==> config.mk <==
export PLATFORM = sky130hd
export DESIGN_NAME = parity_rr_sequencer_flat
export DESIGN_NICKNAME = d
export VERILOG_FILES = /design/src/rtl/parity_rr_sequencer_if.sv /design/src/rtl/parity_rr_sequencer.sv /design/src/flat_wrapper.sv
export SDC_FILE = /design/constraint.sdc
export NUM_CORES = 1
export LEC_CHECK = 0
export ABC_AREA = 1
export BUFFER_PORTS_ARGS = -buffer_cell sky130_fd_sc_hd__buf_4
export CAP_MARGIN = 15
export CORE_MARGIN = 8
export CORE_UTILIZATION = 30
export CTS_BUF_LIST = sky130_fd_sc_hd__clkbuf_2
export CTS_CLUSTER_DIAMETER = 150
export DETAILED_ROUTE_END_ITERATION = 16
export PLACE_DENSITY = 0.54
export SYNTH_ARGS = -nofsm -noshare
export SYNTH_HDL_FRONTEND = slang
export SYNTH_SLANG_ARGS = --single-unit
==> constraint.sdc <==
create_clock -name clk -period 2.43 [get_ports clk]
set_input_delay 0.243 -clock clk [delete_from_list [all_inputs] [get_ports clk]]
set_output_delay 0.243 -clock clk [all_outputs]
set_load 0.05 [all_outputs]
==> src/rtl/parity_rr_sequencer_if.sv <==
// Handshake bundle between the four requesters and the shared parity sequencer.
//   req       : request lines, bit i = requester i
//   req_data  : flattened words, requester i owns [i*DATA_W +: DATA_W]
//   grant     : one-hot capture pulse back to the requesters
//   busy      : word reduction in progress
//   done      : one-cycle pulse, result/done_id valid
//   done_id   : requester that owns the result
//   result    : 1 = even number of ones
// master = requester side, slave = sequencer side.
interface parity_rr_if #(
  parameter int DATA_W = 8
);
  logic [3:0]          req;
  logic [4*DATA_W-1:0] req_data;
  logic [3:0]          grant;
  logic                busy;
  logic                done;
  logic [1:0]          done_id;
  logic                result;

  modport master (
    output req, req_data,
    input  grant, busy, done, done_id, result
  );

  modport slave (
    input  req, req_data,
    output grant, busy, done, done_id, result
  );
endinterface

==> src/rtl/parity_rr_sequencer.sv <==
// Shared even-parity engine for four requesters. A round-robin arbiter
// captures one requester's word, which is then folded 2 bits per cycle into
// a single parity flag. The result comes back tagged with the requester id.
//   clk    : system clock, rising edge
//   rst_n  : asynchronous active-low reset
//   bus    : parity_rr_if slave modport (req/req_data in; grant/busy/done/
//            done_id/result out, all registered)
//
//   state | meaning
//   IDLE  | waiting for a request, arbitration active
//   RUN   | reducing the captured word, 2 bits per cycle
module parity_rr_sequencer #(
  parameter int DATA_W = 8
) (
  input  logic       clk,
  input  logic       rst_n,
  parity_rr_if.slave bus
);

  localparam int STEPS = DATA_W / 2;
  localparam int CW    = $clog2(STEPS + 1);

  typedef enum logic {IDLE, RUN} state_t;

  state_t            state;
  logic [1:0]        ptr;
  logic [1:0]        cur_id;
  logic [DATA_W-1:0] sr;
  logic [CW-1:0]     count;
  logic              e;
  logic              e_next;

  logic [1:0]        pick_id;
  logic [1:0]        cand;
  logic              pick_valid;

  // One fold step: xnor(~e, sr[0], sr[1]) reduces to a plain xor chain.
  assign e_next = e ^ sr[0] ^ sr[1];

  // Search starts just after the last granted requester so a continuously
  // requesting peer can never be skipped twice in a row.
  always_comb begin
    pick_valid = 1'b0;
    pick_id    = ptr;
    cand       = ptr;
    for (int i = 1; i <= 4; i++) begin
      cand = ptr + 2'(i);
      if (!pick_valid && bus.req[cand]) begin
        pick_valid = 1'b1;
        pick_id    = cand;
      end
    end
  end

  always_ff @(posedge clk or negedge rst_n) begin
    if (!rst_n) begin
      state       <= IDLE;
      ptr         <= 2'd3;
      cur_id      <= 2'd0;
      sr          <= '0;
      count       <= '0;
      e           <= 1'b1;
      bus.grant   <= 4'b0000;
      bus.busy    <= 1'b0;
      bus.done    <= 1'b0;
      bus.done_id <= 2'd0;
      bus.result  <= 1'b0;
    end else begin
      bus.grant <= 4'b0000;
      bus.done  <= 1'b0;
      case (state)
        IDLE: begin
          if (pick_valid) begin
            bus.grant <= 4'b0001 << pick_id;
            ptr       <= pick_id;
            cur_id    <= pick_id;
            sr        <= bus.req_data[pick_id*DATA_W +: DATA_W];
            e         <= 1'b1;
            count     <= CW'(STEPS);
            bus.busy  <= 1'b1;
            state     <= RUN;
          end
        end
        RUN: begin
          e     <= e_next;
          sr    <= sr >> 2;
          count <= count - CW'(1);
          if (count == CW'(1)) begin
            bus.done    <= 1'b1;
            bus.result  <= e_next;
            bus.done_id <= cur_id;
            bus.busy    <= 1'b0;
            state       <= IDLE;
          end
        end
        default: state <= IDLE;
      endcase
    end
  end

endmodule

==> src/flat_wrapper.sv <==
// flat-port wrapper written by rule: the top's interface ports become plain ports
module parity_rr_sequencer_flat 
#(
  parameter int DATA_W = 8
)
  (clk, rst_n, bus_req, bus_req_data, bus_grant, bus_busy, bus_done, bus_done_id, bus_result);
  parity_rr_if #(.DATA_W(DATA_W)) bus_i ();
  input  logic clk;
  input  logic rst_n;
  input wire logic [$bits(bus_i.req)-1:0] bus_req;
  input wire logic [$bits(bus_i.req_data)-1:0] bus_req_data;
  output wire logic [$bits(bus_i.grant)-1:0] bus_grant;
  output wire logic [$bits(bus_i.busy)-1:0] bus_busy;
  output wire logic [$bits(bus_i.done)-1:0] bus_done;
  output wire logic [$bits(bus_i.done_id)-1:0] bus_done_id;
  output wire logic [$bits(bus_i.result)-1:0] bus_result;
  assign bus_i.req = bus_req;
  assign bus_i.req_data = bus_req_data;
  assign bus_grant = bus_i.grant;
  assign bus_busy = bus_i.busy;
  assign bus_done = bus_i.done;
  assign bus_done_id = bus_i.done_id;
  assign bus_result = bus_i.result;
  parity_rr_sequencer #(.DATA_W(DATA_W)) u_core (.clk(clk), .rst_n(rst_n), .bus(bus_i));
endmodule
==> results of run 1 <==
final cells by class:
class | instances | area (sq um) | area share
clock buffers | 3 | 15.0 | 0.00704
multi-input cells | 169 | 880 | 0.413
flip-flops and latches | 26 | 654 | 0.307
well taps | 72 | 90.1 | 0.0423
repair buffers | 48 | 363 | 0.170
inverters | 31 | 126 | 0.0593
clock inverters | 1 | 3.75 | 0.00176
logic make-up (layout without fill, tap and decap cells):
group | Yosys count | count (layout) | share of synthesized area
AOI/OAI and AO/OA | 17 | 17 | 0.0635
xor gates and xnor gates | 2 | 2 | 0.0103
adders and majority gates | 2 | 2 | 0.0148
buffers and inverters | 35 | 83 | 0.0945
DFF | 26 | 26 | 0.386
and+or+nand+nor | 148 | 148 | 0.431
worst min-delay path, cell delays in order:
cell and delay (ps):
buf_4 70, nand2_1 40, nand3_1 70, nand3_1 70
nand2_1 60
cells in the mapped netlist:
| cell | instances | area [sq um] |
|---|---|---|
| o22a_1 | 1 | 8.76 |
| inv_1 | 26 | 97.6 |
| dfstp_2 | 3 | 78.8 |
| dfrtp_1 | 23 | 576 |
| inv_2 | 2 | 7.51 |
| ha_1 | 2 | 25.0 |
| buf_6 | 2 | 22.5 |
| o22ai_1 | 1 | 6.26 |
| nand3_1 | 38 | 190 |
| a22oi_1 | 6 | 45.0 |
| xnor2_1 | 2 | 17.5 |
| nand3_4 | 3 | 52.6 |
| nand2_2 | 10 | 62.6 |
| nand2_1 | 81 | 304 |
| o21bai_1 | 1 | 7.51 |
| o21ai_0 | 8 | 40.0 |
| clkinv_1 | 1 | 3.75 |
| buf_4 | 1 | 7.51 |
| nor2_1 | 7 | 26.3 |
| nand3_2 | 2 | 20.0 |
| nand4_1 | 1 | 6.26 |
| inv_4 | 1 | 6.26 |
| clkbuf_1 | 1 | 3.75 |
| inv_8 | 1 | 11.3 |
| nand2_4 | 6 | 67.6 |
through the flow:
step                      cell area [sq um]  instances   util
after detailed placement               2100        345  0.384
after global placement                 2100        345  0.384
after CTS                              2130        350  0.390
after floorplan                        1690        230      -
final                                  2130        350  0.390
after global routing                   2130        350  0.390
what timing repair did:
item,4_1_cts,5_1_grt
endpoints found under the hold margin,23,0
setup buffers,0,0
hold buffers,1,0
resized for setup,0,0
metal layers:
layer	part of all wire	track usage	vias up
li1	-	-	829
met1	0.51	0.141	678
met2	0.41	0.148	47
met3	0.072	0.0296	2
met4	0.0046	0.0246	0
met5	0	0	-
state kept, by name, indices dropped and copies added, names as in the netlist:
signal              flops
u_core.bus.busy         1
u_core.bus.done         1
u_core.bus.done_id      2
u_core.bus.grant        4
u_core.bus.result       1
u_core.count            3
u_core.cur_id           2
u_core.e                1
u_core.ptr              2
u_core.sr               8
u_core.state            1
placed cells by master (no fill, tap or decap), types with 3 or more instances in the layout:
master    Yosys  routed
nand2_1      81      81
buf_4         1      47
nand3_1      38      38
inv_1        26      26
dfrtp_1      23      23
nand2_2      10      10
o21ai_0       8       8
nor2_1        7       7
nand2_4       6       6
a22oi_1       6       6
nand3_4       3       3
clkbuf_2      0       3
dfstp_2       3       3
power by group through the flow:
stage	Clock, mW	Combinational, mW	Sequential (mW)
5_1_grt	0.190	2.46	0.791
3_3_place_gp	0	2.19	0.778
4_1_cts	0.165	2.20	0.769
6_report	0.160	2.16	0.767
3_5_place_dp	0	2.19	0.776
2_1_floorplan	0	1.62	0.892
path summary, 6_finish.rpt:
path	cells past startpoint	slack [ps]	end
worst max-delay path	13	430	u_core.sr[1]
worst min-delay path	5	220	u_core.sr[3]
worst max register to register	13	430	u_core.sr[1]
worst min register to register	2	520	u_core.bus.result
max in group asynchronous	2	1830	u_core.ptr[0]
min in group asynchronous	2	300	u_core.count[2]
==> impl_metrics.py, run 1 <==
metrics = {
    "status": {
        "status": "finished clean",
    },
    "pwr": {
        "p_leak_nw": 1.19,
        "p_sw_mw": 1.71,
        "power.density_mw_per_mm2": 1450,
        "peakVddDrop_uv": 507,
        "p_total_mw": 3.09,
        "p_int_mw": 1.38,
        "p_seq_frac": 0.248,
        "p_sw_frac": 0.555,
        "power.share.clock": 0.052,
        "p_comb_frac": 0.700,
    },
    "global_route": {
        "first_global_vias": 1548,
        "antenna_found_initial": 0,
        "grt-ovfl-total": 0,
        "grt_pass1_wl_mm": 7.13,
        "grt_use_total": 0.101,
        "grt_start_max_net_pins": 27,
    },
    "critical_path": {
        "slowest_delay_ps": 760,
        "crit_chain": "inv_8 > nand2_2 > nand2_1 > nand2_1 > nand2_4 > nand2_2 > nand2_4 > nand2_4 > nand2_4 > nand2_1 > nand3_1 > nand3_1 > nand2_1",
        "slowest_stage": "dfstp_2",
        "cp-end-kind": "flop",
        "crit_family": "simple AND/OR/NAND/NOR gates",
        "worstPathRequired_ps": 2700,
        "worst-path-max-fanout": 9,
        "start_kind": "flop",
        "crit_type": "flop to flop",
        "timing.rr.start": "u_core.ptr[0]",
        "crit_arrival_ps": 2270,
        "worstSetupStartpoint": "u_core.ptr[0]",
        "path_buf_inv": 1,
    },
    "sta": {
        "slew_headroom": 0.763,
        "report.final.slew_viol_count": 0,
        "fin_ws_ps": 430,
        "min_period_ps": 2000,
        "tightest_slew_ps": 356,
        "rsz0062_at_grt": "false",
        "period_share": 0.823,
        "clock_skew_ps": 9.26,
        "fmax_mhz": 500,
        "final-setup-viol-count": 0,
        "hold_violations": 0,
        "fin_setup_tns_ps": 0,
        "whs_ps": 220,
    },
    "floorplan": {
        "rows": 27,
        "fp.dieH_um": 91.1,
        "initial_utilization": 0.310,
        "pin_count": 47,
        "core_sq_mm": 0.00547,
        "die_area_sq_mm": 0.00831,
        "die_x_um": 91.1,
    },
    "synth": {
        "syn_area_per_cell_sq_um": 7.37,
        "synthesis.area_sq_mm": 0.00169,
        "synthesis.nets": 270,
        "synth_cells": 230,
        "ys_seq_area_frac": 0.386,
        "synth_cell_type_count": 25,
        "yosysWarnings": 0,
        "synth_seq_cells": 26,
    },
    "detailed_routing": {
        "vias": 1556,
        "drtAntennaViolNets": 0,
        "drt_iter0_markers": 75,
        "remaining_drc_errors": 0,
        "first_pass_iters": 4,
        "routedWlPerCell_um": 11.7,
        "routed_wl_mm": 4.11,
        "viasPerCell": 4.45,
    },
    "cts": {
        "clk_pin_slew_worst_paths_ps": 240,
        "cts_root_buffer": "clkbuf_2",
        "cts_sinks": 26,
        "clockBufferDepth": 2,
        "cts_tree": "built",
        "clock_latency_ps": 340,
        "ctsHtreeMaxLevel": 1,
        "numCtsBuffers": 3,
    },
    "min_path": {
        "hold_path.class": "input port to flop",
        "worstHoldStart": "bus_req_data[11]",
    },
    "cells_and_area": {
        "finalNetCount": 319,
        "drive_gt1_frac": 0.281,
        "area_growth_pct": 25.8,
        "antenna_cells": 0,
        "n_fill_cell": 607,
    },
    "placed_design": {
        "gp_congestion": 0.820,
        "place_hpwl_mm": 3.33,
        "io_buffers": 46,
        "post-place-ws_ps": 419,
    },
    "job": {
        "maxCapViolCount": 0,
    },
}
No activity file was read; power rests on OpenSTA's default activity.
==> run 2: changes to the inputs <==
- PLACE_DENSITY: 0.54 -> 0.56
- clock period: 2.43 -> 1.7 ns (I/O delays scaled with it)
==> impl_metrics.py, run 2 (synthesis results as in run 1) <==
metrics = {
    "status": {
        "status": "finished with violations",
        "failed_checks": "setup timing",
    },
    "placed_design": {
        "place_hpwl_mm": 3.49,
        "gp_congestion": 0.824,
        "io_buffers": 46,
    },
    "critical_path": {
        "slowest_stage": "dfstp_2",
        "crit_arrival_ps": 2210,
        "path_common_cell": "buf_4",
        "cp-end-kind": "flop",
        "slowest_delay_ps": 750,
        "crit_family": "flip-flops",
        "path_buf_inv": 3,
        "worst-path-max-fanout": 8,
        "cp.depth": 10,
        "crit_type": "flop to flop",
        "crit_chain": "nand2_2 > buf_4 > buf_4 > nand2_1 > nand2_1 > o21bai_4 > nand3_4 > nand2_4 > buf_4 > nor2_2",
        "worstPathRequired_ps": 1990,
        "start_kind": "flop",
        "r2r_cells": 10,
    },
    "detailed_routing": {
        "drtAntennaViolNets": 0,
        "routedWlPerCell_um": 13.8,
        "vias": 1776,
        "remaining_drc_errors": 0,
        "first_pass_iters": 4,
        "viasPerCell": 4.67,
        "routed_wl_mm": 5.26,
        "drt_iter0_markers": 50,
    },
    "sta": {
        "fmax_mhz": 521,
        "period_share": 1.13,
        "tightest_slew_ps": 326,
        "slew_headroom": 0.783,
        "report.final.slew_viol_count": 0,
        "min_period_ps": 1920,
        "rsz0062_at_grt": "true",
        "fin_ws_ps": -218,
        "hold_violations": 0,
        "clock_skew_ps": 12.7,
        "final-setup-viol-count": 19,
    },
    "cells_and_area": {
        "top_regs": "u_core.sr x8, u_core.bus.grant x4, u_core.count x3",
        "regMostFlops": "u_core.sr",
        "largest_reg_flops": 8,
        "finalNetCount": 349,
        "post-route-util": 0.511,
        "antenna_cells": 0,
        "final_cell_mix": "67 x buf_4, 57 x nand2_1, 26 x inv_1, 24 x nand2_4",
        "area_growth_pct": 65.0,
        "final_common_cell": "buf_4",
        "drive_gt1_frac": 0.500,
    },
    "global_route": {
        "grt_use_total": 0.114,
        "grt-ovfl-total": 0,
        "grt_pass1_wl_mm": 8.03,
        "first_global_vias": 1804,
        "antenna_found_initial": 0,
        "grt_start_max_net_pins": 27,
    },
    "cts": {
        "cts_tree": "built",
        "cts_sinks": 26,
        "numCtsBuffers": 3,
        "clk_pin_slew_worst_paths_ps": 250,
        "clock_latency_ps": 350,
        "cts_root_buffer": "clkbuf_2",
        "clockBufferDepth": 2,
        "ctsHtreeMaxLevel": 1,
    },
    "floorplan": {
        "initial_utilization": 0.310,
        "core_sq_mm": 0.00547,
        "fp.dieH_um": 91.1,
        "die_area_sq_mm": 0.00831,
        "pin_count": 47,
        "rows": 27,
        "die_x_um": 91.1,
    },
    "min_path": {
        "whs_path_depth": 5,
        "hold_path.class": "input port to flop",
    },
    "job": {
        "maxCapViolCount": 0,
    },
}
run 2: changes by cell type in the layout (fill, tap and decap cells not counted), moves of 2 or more:
cell	previous run	this run
nand2_1	81	57
buf_4	47	67
nand2_4	6	24
nand3_1	38	23
nand3_2	2	15
nand2_8	0	8
nand3_4	3	7
buf_6	0	3
nand2_2	10	13
nor2_1	7	4
nor2_2	0	3
clkinv_1	2	0
run 2: repair_timing:
item / CTS / global route
gates cloned: 4 / 3
buffers inserted: 2 / 4
hold endpoints to repair: 26 / 0
gates resized for setup: 18 / 60
hold buffers: 1 / 0
pin swaps: 12 / 31
endpoints found under the setup margin: 17 / 20
run 2: path summary, 6_finish.rpt:
check                             startpoint             endpoint  slack, ps
min                          bus_req_data[9]         u_core.sr[1]        130
max reg2reg                    u_core.ptr[0]  u_core.bus.grant[2]       -220
max                            u_core.ptr[0]  u_core.bus.grant[2]       -220
max in group asynchronous              rst_n        u_core.ptr[1]       1180
min in group asynchronous              rst_n    u_core.bus.result        220
min reg2reg                u_core.bus.result    u_core.bus.result        520
run 2: worst register-to-register path: cells and delay by family (launching register included):
| kind | cells | cell delay (ps) |
|---|---|---|
| and+or+nand+nor | 6 | 530 |
| buffers and inverters | 3 | 410 |
| DFF | 1 | 750 |
| AOI/OAI and AO/OA | 1 | 190 |
run 2: per-stage QoR:
step	TNS, ps	std cells	instance area (sq um)	setup WS, ps	hold slack (ps)
finish	-2880	380	2800	-218	129
global route	-5160	380	2800	-353	109
CTS	-1980	373	2470	-149	113
detailed placement	-1640	362	2260	-149	94.8
global placement	-1180	362	2260	-116	93.1
floorplan	0	230	1730	5.49	-126
run 2: layout make-up:
cell class	count	area (sq um)
inverter	31	140
multi-input combinational	176	1320
clock buffer	3	15.0
fill	558	2680
clock inverter	1	30.0
timing repair buffer	71	547
tap	72	90.1
sequential	26	654
run 2: per-layer routing:
metal	up-vias	track usage	routed length [um]
met5	-	0	0
met3	6	0.0321	309
met1	821	0.137	2260
met4	0	0.0286	49
li1	899	-	-
met2	50	0.194	2630
Power of run 2 is left out: the tool's default activity adds up to more than one toggle a clock period on the data nets, which glitch-free logic cannot reach.
==> run 3: changes to the inputs <==
- CORE_MARGIN: 8 -> 2
- RECOVER_POWER: not set -> 50
==> impl_metrics.py, run 3 (synthesis results as in run 1) <==
metrics = {
    "sta": {
        "tightest_slew_ps": 667,
        "rsz0062_at_grt": "true",
        "clock_skew_ps": 31.1,
        "fmax_mhz": 506,
        "slew_headroom": 0.556,
        "whs_ps": 113,
        "fin_ws_ps": -276,
        "final-setup-viol-count": 19,
        "period_share": 1.16,
        "min_period_ps": 1980,
        "report.final.slew_viol_count": 0,
        "hold_violations": 0,
    },
    "critical_path": {
        "start_kind": "flop",
        "worstPathRequired_ps": 1960,
        "cp-end-kind": "flop",
        "crit_type": "flop to flop",
        "crit_arrival_ps": 2240,
        "worst-path-max-fanout": 8,
    },
    "floorplan": {
        "core_sq_mm": 0.00547,
        "initial_utilization": 0.310,
        "die_x_um": 79.1,
        "rows": 27,
        "pin_count": 47,
        "fp.dieH_um": 79.1,
        "die_area_sq_mm": 0.00626,
    },
    "status": {
        "status": "finished with violations",
        "failed_checks": "setup timing",
    },
    "detailed_routing": {
        "viasPerCell": 4.64,
        "vias": 1754,
        "routed_wl_mm": 5.01,
        "routedWlPerCell_um": 13.3,
        "first_pass_iters": 4,
        "remaining_drc_errors": 0,
        "drt_iter0_markers": 104,
        "drtAntennaViolNets": 0,
    },
    "cells_and_area": {
        "fin_cells": 378,
        "drive_gt1_frac": 0.523,
        "finalNetCount": 347,
        "area_growth_pct": 63.1,
        "n_fill_cell": 528,
        "largest_reg_flops": 8,
        "top_regs": "u_core.sr x8, u_core.bus.grant x4, u_core.count x3",
        "final_common_cell": "buf_4",
        "regMostFlops": "u_core.sr",
        "antenna_cells": 0,
        "final_cell_mix": "66 x buf_4, 50 x nand2_1, 25 x inv_1, 24 x nand3_1",
    },
    "placed_design": {
        "place_hpwl_mm": 3.26,
        "gp_congestion": 0.765,
        "dp_cells": 362,
        "io_buffers": 46,
    },
    "cts": {
        "cts_sinks": 26,
        "clk_pin_slew_worst_paths_ps": 270,
        "cts_tree": "built",
        "clock_latency_ps": 360,
        "cts_root_buffer": "clkbuf_2",
        "clockBufferDepth": 2,
        "ctsHtreeMaxLevel": 1,
        "numCtsBuffers": 3,
    },
    "min_path": {
        "hold_path.class": "input port to flop",
    },
    "global_route": {
        "grt-ovfl-total": 0,
        "first_global_vias": 1721,
        "grt_start_max_net_pins": 27,
        "antenna_found_initial": 0,
        "grt_pass1_wl_mm": 7.93,
        "grt_use_total": 0.157,
    },
    "job": {
        "maxCapViolCount": 0,
    },
}
run 3: critical path: stages, from the launching register on:
cell and delay [ps]:
dfstp_4 780, inv_8 70, nand2_2 80, nand2_4 80, nand2_4 110, nand2_8 80
clkinv_8 80, nand3_4 80, inv_2 80, nand2_2 90, nand2_4 110, nand3_1 90
nand3_2 90, nand2_1 50
run 3: final cells by class:
cell class | instances | area (sq um) | share of cell area
multi-input cells | 177 | 1320 | 0.478
flip-flops and latches | 26 | 658 | 0.238
repair buffers | 68 | 510 | 0.185
inverters | 31 | 139 | 0.0502
well taps | 72 | 90.1 | 0.0326
clock inverters | 1 | 30.0 | 0.0109
clock buffers | 3 | 15.0 | 0.00543
run 3: metal layers:
| metal | vias up | track usage | share of wire |
|---|---|---|---|
| met5 | - | 0 | 0 |
| met4 | 0 | 0.0345 | 0.012 |
| met3 | 6 | 0.0239 | 0.047 |
| met2 | 45 | 0.269 | 0.52 |
| met1 | 801 | 0.208 | 0.42 |
| li1 | 902 | - | - |
run 3: repair_timing:
| item | CTS | global route |
|---|---|---|
| resized for setup | 22 | 59 |
| cloned | 4 | 4 |
| endpoints found under the hold margin | 26 | 0 |
| pin swaps | 17 | 18 |
| hold buffers | 1 | 0 |
| setup buffers | 3 | 0 |
| endpoints found under the setup margin | 17 | 20 |
run 3: metrics by stage:
stage,TNS [ps],setup WS [ps],area [sq um],utilization
after global placement,-1420,-129,2260,0.414
after CTS,-2240,-169,2490,0.455
after global routing,-4930,-356,2760,0.505
after detailed placement,-1870,-163,2260,0.414
after floorplan,0,5.49,1730,-
final,-3300,-276,2760,0.505
run 3: worst paths after layout:
check	cells past startpoint	startpoint	end	slack (ps)
worst max-delay path	13	u_core.ptr[0]	u_core.sr[4]	-280
worst min-delay path	5	bus_req_data[15]	u_core.sr[7]	110
worst max register to register	13	u_core.ptr[0]	u_core.sr[4]	-280
worst min register to register	2	u_core.sr[6]	u_core.sr[6]	520
max in group asynchronous	2	rst_n	u_core.state	910
min in group asynchronous	2	rst_n	u_core.bus.done_id[1]	330
Power of run 3 is left out for the same reason.
